## src/rtl/vga_pkg.sv

```systemverilog
// Shared types and constants for the arena game: match FSM states, winner codes,
// fixed player spawn coordinates and small scoring helpers.
package vga_pkg;

  typedef enum logic [2:0] {
    StIdle,
    StSpawn,
    StActive,
    StCooldown,
    StOver
  } match_state_e;

  typedef enum logic [1:0] {
    WinNone = 2'b00,
    WinP1   = 2'b01,
    WinP2   = 2'b10,
    WinDraw = 2'b11
  } winner_e;

  // Player spawn tiles; a point must never be placed on top of a player.
  localparam logic [9:0] P1SpawnX = 10'd32;
  localparam logic [9:0] P1SpawnY = 10'd32;
  localparam logic [9:0] P2SpawnX = 10'd992;
  localparam logic [9:0] P2SpawnY = 10'd736;

  // Parked position of the point while no match is running.
  localparam logic [9:0] PointRstX = 10'd512;
  localparam logic [9:0] PointRstY = 10'd64;

  localparam logic [4:0] ScoreMax = 5'd31;

  function automatic logic on_spawn(logic [9:0] x, logic [9:0] y);
    return ((x == P1SpawnX) && (y == P1SpawnY)) || ((x == P2SpawnX) && (y == P2SpawnY));
  endfunction

  function automatic logic [4:0] score_inc(logic [4:0] s);
    return (s == ScoreMax) ? ScoreMax : s + 5'd1;
  endfunction

  function automatic winner_e score_winner(logic [4:0] s1, logic [4:0] s2);
    if (s1 > s2) return WinP1;
    if (s2 > s1) return WinP2;
    return WinDraw;
  endfunction

endpackage

```

## src/rtl/match_ctrl_if.sv

```systemverilog
// Control/status bundle between the match controller and the rest of the game.
// master drives frame/player/placement inputs; slave is the controller itself.
interface match_ctrl_if;
  logic       tick;
  logic       start;
  logic       hit1;
  logic       hit2;
  logic       cand_valid;
  logic [9:0] cand_x;
  logic [9:0] cand_y;
  logic       spawn_req;
  logic [9:0] point_x;
  logic [9:0] point_y;
  logic       point_valid;
  logic [4:0] score1;
  logic [4:0] score2;
  logic [11:0] time_left;
  logic [1:0] winner;
  logic       game_over;

  modport master (
    output tick, start, hit1, hit2, cand_valid, cand_x, cand_y,
    input  spawn_req, point_x, point_y, point_valid, score1, score2, time_left, winner,
           game_over
  );

  modport slave (
    input  tick, start, hit1, hit2, cand_valid, cand_x, cand_y,
    output spawn_req, point_x, point_y, point_valid, score1, score2, time_left, winner,
           game_over
  );
endinterface

```

## src/rtl/match_timer.sv

```systemverilog
// Loadable tick-down counter that stops at zero and flags when it is there.
module match_timer #(
  parameter int unsigned Width = 12
) (
  input  logic             clk,
  input  logic             rst,
  input  logic             load_i,
  input  logic [Width-1:0] load_val_i,
  input  logic             dec_i,
  output logic [Width-1:0] count_o,
  output logic             zero_o
);

  logic [Width-1:0] count_q, count_d;

  // Load wins over decrement; decrement never wraps below zero.
  always_comb begin
    count_d = count_q;
    if (load_i) begin
      count_d = load_val_i;
    end else if (dec_i && (count_q != '0)) begin
      count_d = count_q - Width'(1);
    end
  end

  // Counter register.
  always_ff @(posedge clk) begin
    if (rst) count_q <= '0;
    else     count_q <= count_d;
  end

  assign count_o = count_q;
  assign zero_o  = (count_q == '0);

endmodule

```

## src/rtl/match_ctrl.sv

```systemverilog
// Match controller: spawns points, awards them to players, runs the cooldown
// between points and ends the match on target score or timer expiry.
module match_ctrl
  import vga_pkg::*;
#(
  parameter int unsigned TARGET_SCORE   = 10,
  parameter int unsigned MATCH_TICKS    = 3600,
  parameter int unsigned COOLDOWN_TICKS = 30  // must be at least 1
) (
  input  logic         clk,
  input  logic         rst,
  match_ctrl_if.slave  ctrl_io
);

  localparam int unsigned CntW    = (COOLDOWN_TICKS > 1) ? $clog2(COOLDOWN_TICKS) : 1;
  localparam logic [CntW-1:0] CntLast = CntW'(COOLDOWN_TICKS - 1);
  localparam logic [4:0]  Target    = 5'(TARGET_SCORE);
  localparam logic [11:0] MatchLoad = 12'(MATCH_TICKS);

  match_state_e    state_q, state_d;
  logic [9:0]      point_x_q, point_x_d, point_y_q, point_y_d;
  logic [4:0]      score1_q, score1_d, score2_q, score2_d;
  winner_e         winner_q, winner_d;
  logic            tie_q, tie_d;
  logic [CntW-1:0] cool_cnt_q, cool_cnt_d;

  logic        timer_load, timer_dec, timer_zero;
  logic [11:0] time_left;
  logic        award_p2;
  logic        reached;

  match_timer #(
    .Width (12)
  ) u_timer (
    .clk        (clk),
    .rst        (rst),
    .load_i     (timer_load),
    .load_val_i (MatchLoad),
    .dec_i      (timer_dec),
    .count_o    (time_left),
    .zero_o     (timer_zero)
  );

  // Next-state, award and timer-control logic.
  always_comb begin
    state_d    = state_q;
    point_x_d  = point_x_q;
    point_y_d  = point_y_q;
    score1_d   = score1_q;
    score2_d   = score2_q;
    winner_d   = winner_q;
    tie_d      = tie_q;
    cool_cnt_d = cool_cnt_q;
    timer_load = 1'b0;
    award_p2   = 1'b0;
    reached    = 1'b0;
    timer_dec  = ctrl_io.tick &&
                 ((state_q == StSpawn) || (state_q == StActive) || (state_q == StCooldown));

    case (state_q)
      StIdle, StOver: begin
        if (ctrl_io.start) begin
          score1_d   = '0;
          score2_d   = '0;
          tie_d      = 1'b0;
          winner_d   = WinNone;
          cool_cnt_d = '0;
          timer_load = 1'b1;
          state_d    = StSpawn;
        end
      end
      StSpawn: begin
        if (timer_zero) begin
          winner_d = score_winner(score1_q, score2_q);
          state_d  = StOver;
        end else if (ctrl_io.cand_valid && !on_spawn(ctrl_io.cand_x, ctrl_io.cand_y)) begin
          point_x_d = ctrl_io.cand_x;
          point_y_d = ctrl_io.cand_y;
          state_d   = StActive;
        end
      end
      StActive: begin
        if (ctrl_io.hit1 || ctrl_io.hit2) begin
          // Simultaneous hits alternate between players, P1 first.
          award_p2 = ctrl_io.hit2 && (!ctrl_io.hit1 || tie_q);
          if (ctrl_io.hit1 && ctrl_io.hit2) tie_d = !tie_q;
          if (award_p2) begin
            score2_d = score_inc(score2_q);
            reached  = (score2_d == Target);
          end else begin
            score1_d = score_inc(score1_q);
            reached  = (score1_d == Target);
          end
          if (reached) begin
            winner_d = award_p2 ? WinP2 : WinP1;
            state_d  = StOver;
          end else if (timer_zero) begin
            winner_d = score_winner(score1_d, score2_d);
            state_d  = StOver;
          end else begin
            cool_cnt_d = '0;
            state_d    = StCooldown;
          end
        end else if (timer_zero) begin
          winner_d = score_winner(score1_q, score2_q);
          state_d  = StOver;
        end
      end
      StCooldown: begin
        if (timer_zero) begin
          winner_d = score_winner(score1_q, score2_q);
          state_d  = StOver;
        end else if (ctrl_io.tick) begin
          if (cool_cnt_q == CntLast) begin
            cool_cnt_d = '0;
            state_d    = StSpawn;
          end else begin
            cool_cnt_d = cool_cnt_q + CntW'(1);
          end
        end
      end
      default: state_d = StIdle;
    endcase
  end

  // State and datapath registers.
  always_ff @(posedge clk) begin
    if (rst) begin
      state_q    <= StIdle;
      point_x_q  <= PointRstX;
      point_y_q  <= PointRstY;
      score1_q   <= '0;
      score2_q   <= '0;
      winner_q   <= WinNone;
      tie_q      <= 1'b0;
      cool_cnt_q <= '0;
    end else begin
      state_q    <= state_d;
      point_x_q  <= point_x_d;
      point_y_q  <= point_y_d;
      score1_q   <= score1_d;
      score2_q   <= score2_d;
      winner_q   <= winner_d;
      tie_q      <= tie_d;
      cool_cnt_q <= cool_cnt_d;
    end
  end

  assign ctrl_io.spawn_req   = (state_q == StSpawn);
  assign ctrl_io.point_valid = (state_q == StActive);
  assign ctrl_io.game_over   = (state_q == StOver);
  assign ctrl_io.point_x     = point_x_q;
  assign ctrl_io.point_y     = point_y_q;
  assign ctrl_io.score1      = score1_q;
  assign ctrl_io.score2      = score2_q;
  assign ctrl_io.time_left   = time_left;
  assign ctrl_io.winner      = winner_q;

endmodule

```

## src/flat_wrapper.sv

```systemverilog
// flat-port wrapper written by rule: the top's interface ports become plain ports
module match_ctrl_flat import vga_pkg::*;
#(
  parameter int unsigned TARGET_SCORE   = 10,
  parameter int unsigned MATCH_TICKS    = 3600,
  parameter int unsigned COOLDOWN_TICKS = 30                       
)
  (clk, rst, ctrl_io_tick, ctrl_io_start, ctrl_io_hit1, ctrl_io_hit2, ctrl_io_cand_valid, ctrl_io_cand_x, ctrl_io_cand_y, ctrl_io_spawn_req, ctrl_io_point_x, ctrl_io_point_y, ctrl_io_point_valid, ctrl_io_score1, ctrl_io_score2, ctrl_io_time_left, ctrl_io_winner, ctrl_io_game_over);
  match_ctrl_if ctrl_io_i ();
  input  logic clk;
  input  logic rst;
  input wire logic [$bits(ctrl_io_i.tick)-1:0] ctrl_io_tick;
  input wire logic [$bits(ctrl_io_i.start)-1:0] ctrl_io_start;
  input wire logic [$bits(ctrl_io_i.hit1)-1:0] ctrl_io_hit1;
  input wire logic [$bits(ctrl_io_i.hit2)-1:0] ctrl_io_hit2;
  input wire logic [$bits(ctrl_io_i.cand_valid)-1:0] ctrl_io_cand_valid;
  input wire logic [$bits(ctrl_io_i.cand_x)-1:0] ctrl_io_cand_x;
  input wire logic [$bits(ctrl_io_i.cand_y)-1:0] ctrl_io_cand_y;
  output wire logic [$bits(ctrl_io_i.spawn_req)-1:0] ctrl_io_spawn_req;
  output wire logic [$bits(ctrl_io_i.point_x)-1:0] ctrl_io_point_x;
  output wire logic [$bits(ctrl_io_i.point_y)-1:0] ctrl_io_point_y;
  output wire logic [$bits(ctrl_io_i.point_valid)-1:0] ctrl_io_point_valid;
  output wire logic [$bits(ctrl_io_i.score1)-1:0] ctrl_io_score1;
  output wire logic [$bits(ctrl_io_i.score2)-1:0] ctrl_io_score2;
  output wire logic [$bits(ctrl_io_i.time_left)-1:0] ctrl_io_time_left;
  output wire logic [$bits(ctrl_io_i.winner)-1:0] ctrl_io_winner;
  output wire logic [$bits(ctrl_io_i.game_over)-1:0] ctrl_io_game_over;
  assign ctrl_io_i.tick = ctrl_io_tick;
  assign ctrl_io_i.start = ctrl_io_start;
  assign ctrl_io_i.hit1 = ctrl_io_hit1;
  assign ctrl_io_i.hit2 = ctrl_io_hit2;
  assign ctrl_io_i.cand_valid = ctrl_io_cand_valid;
  assign ctrl_io_i.cand_x = ctrl_io_cand_x;
  assign ctrl_io_i.cand_y = ctrl_io_cand_y;
  assign ctrl_io_spawn_req = ctrl_io_i.spawn_req;
  assign ctrl_io_point_x = ctrl_io_i.point_x;
  assign ctrl_io_point_y = ctrl_io_i.point_y;
  assign ctrl_io_point_valid = ctrl_io_i.point_valid;
  assign ctrl_io_score1 = ctrl_io_i.score1;
  assign ctrl_io_score2 = ctrl_io_i.score2;
  assign ctrl_io_time_left = ctrl_io_i.time_left;
  assign ctrl_io_winner = ctrl_io_i.winner;
  assign ctrl_io_game_over = ctrl_io_i.game_over;
  match_ctrl #(.TARGET_SCORE(TARGET_SCORE), .MATCH_TICKS(MATCH_TICKS), .COOLDOWN_TICKS(COOLDOWN_TICKS)) u_core (.clk(clk), .rst(rst), .ctrl_io(ctrl_io_i));
endmodule
```

## config.mk

```make
export PLATFORM = sky130hd
export DESIGN_NAME = match_ctrl_flat
export DESIGN_NICKNAME = d
export VERILOG_FILES = /design/src/rtl/vga_pkg.sv /design/src/rtl/match_ctrl_if.sv /design/src/rtl/match_timer.sv /design/src/rtl/match_ctrl.sv /design/src/flat_wrapper.sv
export SDC_FILE = /design/constraint.sdc
export NUM_CORES = 1
export LEC_CHECK = 0
export ABC_CLOCK_PERIOD_IN_PS = 2900
export CAP_MARGIN = 0
export CORE_MARGIN = 2
export CORE_UTILIZATION = 49
export CTS_CLUSTER_SIZE = 14
export DETAILED_ROUTE_END_ITERATION = 16
export GPL_TIMING_DRIVEN = 0
export PLACE_DENSITY = 0.87
export SYNTH_ARGS = -nofsm -noshare
export SYNTH_HDL_FRONTEND = slang
export SYNTH_SLANG_ARGS = --single-unit
export TNS_END_PERCENT = 1
```

## constraint.sdc

```tcl
create_clock -name clk -period 2.9 [get_ports clk]
set_input_delay 0.58 -clock clk [delete_from_list [all_inputs] [get_ports clk]]
set_output_delay 0.58 -clock clk [all_outputs]
set_load 0.05 [all_outputs]
```

==> results.cfg, run 1 <==
[finish]
final_util_pct = 67.17
fillers = 488
final_cell_mix = clkdlybuf4s50_1, dfxtp_1, nor2_1
diodes = 0
areaGrowthSynthToFinish_pct = 34.00
final_common_cell = clkdlybuf4s50_1
final_nets = 467
fin_area_mm2 = 0.003930
drive_gt1_share_pct = 8.685

[global_routing]
antenna_found_initial = 0
grt_pass1_vias = 2706
track_usage_pct = 23.30
grt_pass1_wl_um = 12130
grt_start_max_net_pins = 17
grt_overflow = 0

[worst_setup_path]
crit_path_cell_trace = ha_1, nand2_1, o31ai_1, o22ai_1, ha_1, nand3_2, nor2_2, a2111oi_2, o311a_1, a221o_1, a22o_1
path_common_cell = ha_1
critPathLaunchType = flop
cp_slowest_cell = dfxtp_2
cp_max_fo = 7
end_kind = flop
required_ps = 3110
critPathKind = flop to flop
max_stage_delay_ps = 410
arrival_ps = 2970

[timing]
fin_setup_tns_ps = 0
fin_skew_ps = 9.484
setup_viol = 0
setup_ws_ps = 139.3
min_period_ps = 2761
worstMarginPinSlew_ps = 1163
finalHoldViolations = 0
fin_crit_sh_pct = 95.20
rsz0062_at_grt = no
maxSlewViolCount = 0
fmax_ghz = 0.3622
max_slew_margin_pct = 21.84

[run]
drv_cap = 0

[synthesis]
synth_seq_cells = 53
yosys_warnings = 0
yosysTopAreaCell = dfxtp_1
netlist_instances = 343
synth_ff_type = dfxtp_1
synth_area_leaders = dfxtp_1, mux2i_1, ha_1, nor2_1, a21oi_1
synth_top_area_share_pct = 36.18
synth_edf_count = 0
ys_types = 64
async_flop_share_pct = 0
ys_seq_area_share_pct = 36.18
synth.avg_cell_area_um2 = 8.550
syn_nets = 385
syn_area_mm2 = 0.002933

[routing]
avgRoutedWirePerCell_um = 15.09
postRouteAntennaNets = 0
drtIter0Drc = 191
drc = 0
firstDrtPassIters = 4
vias_per_cell = 5.752
wirelength_um = 7560
vias = 2882

[status]
status = finished, final reports clean

[power_and_ir_drop]
combPwrFrac_pct = 50.9
pwr-share-seq_pct = 30.8
p_leak_nw = 1.577
ir_drop_mv = 0.5180
p_int_w = 0.001776
p_per_area_mw_per_mm2 = 801.8
switching_share_pct = 43.64
clkPwrFrac_pct = 18.4
power.switching_w = 0.001375

[cts]
clockBufferDepth = 2
insertion_delay_ps = 300
cts_tree = yes
cts_made_buffers = 5
path_clk_slew_ps = 100
cts-root-buf = clkbuf_8
cts_hold_buf = 0
cts.sinks = 53
h-tree-depth = 2

[die]
die_x_um = 81.37
die_h_um = 81.37
row_count = 28
coreArea_mm2 = 0.005851
die-area_mm2 = 0.006620
ios = 74
start_util_pct = 50.13

[place]
port_buffers = 73
hpwl_um = 5663
place_congestion = 0.8570
dpl-instance-area_mm2 = 0.003757
pre_cts_ws_ps = -768.6

[hold_path]
worst_hold_path_type = flop to flop
final timing paths:
check	from	endpoint	slack (ps)	cells after the start
min	u_core.cool_cnt_q[1]	u_core.cool_cnt_q[1]	500	2
max reg2reg	u_core.ctrl_io.score2[0]	u_core.ctrl_io.winner[1]	140	11
min reg2reg	u_core.cool_cnt_q[1]	u_core.cool_cnt_q[1]	500	2
max	u_core.ctrl_io.score2[0]	u_core.ctrl_io.winner[1]	140	11
power by group through the flow:
stage                     Combinational [W]  Clock, W  Sequential [W]
after detailed placement            0.00158         0        0.000982
after CTS                           0.00159  0.000594        0.000968
after global routing                0.00172  0.000616        0.000987
after global placement              0.00154         0        0.000977
after floorplan                    0.000813         0         0.00130
final                               0.00160  0.000579        0.000969
layout make-up:
cell class	instances	area (um^2)	share of cell area [%]
Multi-Input combinational cell	267	1802	45.85
Clock inverter	3	65.06	1.656
Buffer	11	53.80	1.369
Tap cell	75	93.84	2.388
Inverter	12	45.04	1.146
Timing Repair Buffer	75	738.2	18.78
Sequential cell	53	1064	27.06
Clock buffer	5	68.82	1.751
registers in the layout (all words and copies together), names as in the netlist:
| name | flops |
|---|---|
| u_core.ctrl_io.winner | 2 |
| u_core.tie_q | 1 |
| u_core.ctrl_io.point_y | 10 |
| u_core.ctrl_io.score1 | 5 |
| u_core.u_timer.count_o | 12 |
| u_core.cool_cnt_q | 5 |
| u_core.state_q | 3 |
| u_core.ctrl_io.score2 | 5 |
| u_core.ctrl_io.point_x | 10 |
metal layers:
metal	GRT usage, %	vias to the layer above	wire length (um)
li1	-	1414	-
met1	27.67	1376	3189
met2	39.51	82	3779
met3	6.778	10	503
met4	8.983	0	87
met5	0	-	0
synth_stat cells, types with 3 or more instances:
cell type  instances
clkbuf_1           8
nor3_1            10
ha_1              15
o21ai_1            4
mux2i_1           22
and2_1             4
or3_1              4
nand4_1            6
a21oi_1           27
and3_1             3
o21ai_0            6
nand2b_1           4
nor2_1            45
nand2_1           29
inv_1             12
xnor2_1            6
nand3_1           19
o21a_1             3
dfxtp_1           53
or4_1              3
nor4_1             5
logic make-up (layout without fill, tap and decap cells):
| kind of cell | Yosys count | after routing | share of synthesized area, % |
|---|---|---|---|
| AOI/OAI and AO/OA | 76 | 76 | 19.16 |
| xor gates and xnor gates | 8 | 8 | 2.389 |
| adders and majority gates | 15 | 15 | 6.399 |
| buffers and inverters | 23 | 106 | 3.242 |
| DFF | 53 | 53 | 36.18 |
| muxes | 24 | 24 | 8.276 |
| and+or+nand+nor | 144 | 144 | 24.36 |
timing repair:
action / 4_1_cts / 5_1_grt
hold endpoints to repair: 0 / 0
pin swaps: 0 / 2
setup buffers: 0 / 2
setup endpoints to repair: 2 / 3
resized for setup: 7 / 11
worst max-delay path, delay by kind of cell (launching register included):
kind | cells | cell delay (ps)
DFF | 1 | 410
adders and majority gates | 2 | 580
and+or+nand+nor | 3 | 340
AOI/OAI and AO/OA | 6 | 1330
metrics by stage:
stage	power, W	instances	hold slack (ps)
after global routing	0.003327	501	513.1
after floorplan	0.002114	343	461.5
after detailed placement	0.002559	491	473.2
after CTS	0.003155	499	495.9
final	0.003151	501	496.2
after global placement	0.002518	491	459.1
Power figures use the tool's default switching activity.
==> run 2: changes to the inputs <==
--- a/config.mk
+++ b/config.mk
@@ -13,6 +13,7 @@
 export DETAILED_ROUTE_END_ITERATION = 16
 export GPL_TIMING_DRIVEN = 0
 export PLACE_DENSITY = 0.87
+export SLEW_MARGIN = 10
 export SYNTH_ARGS = -nofsm -noshare
 export SYNTH_HDL_FRONTEND = slang
 export SYNTH_SLANG_ARGS = --single-unit
==> results of run 2 <==
No change in the layout: final DEF, timing and power equal those of run 1.
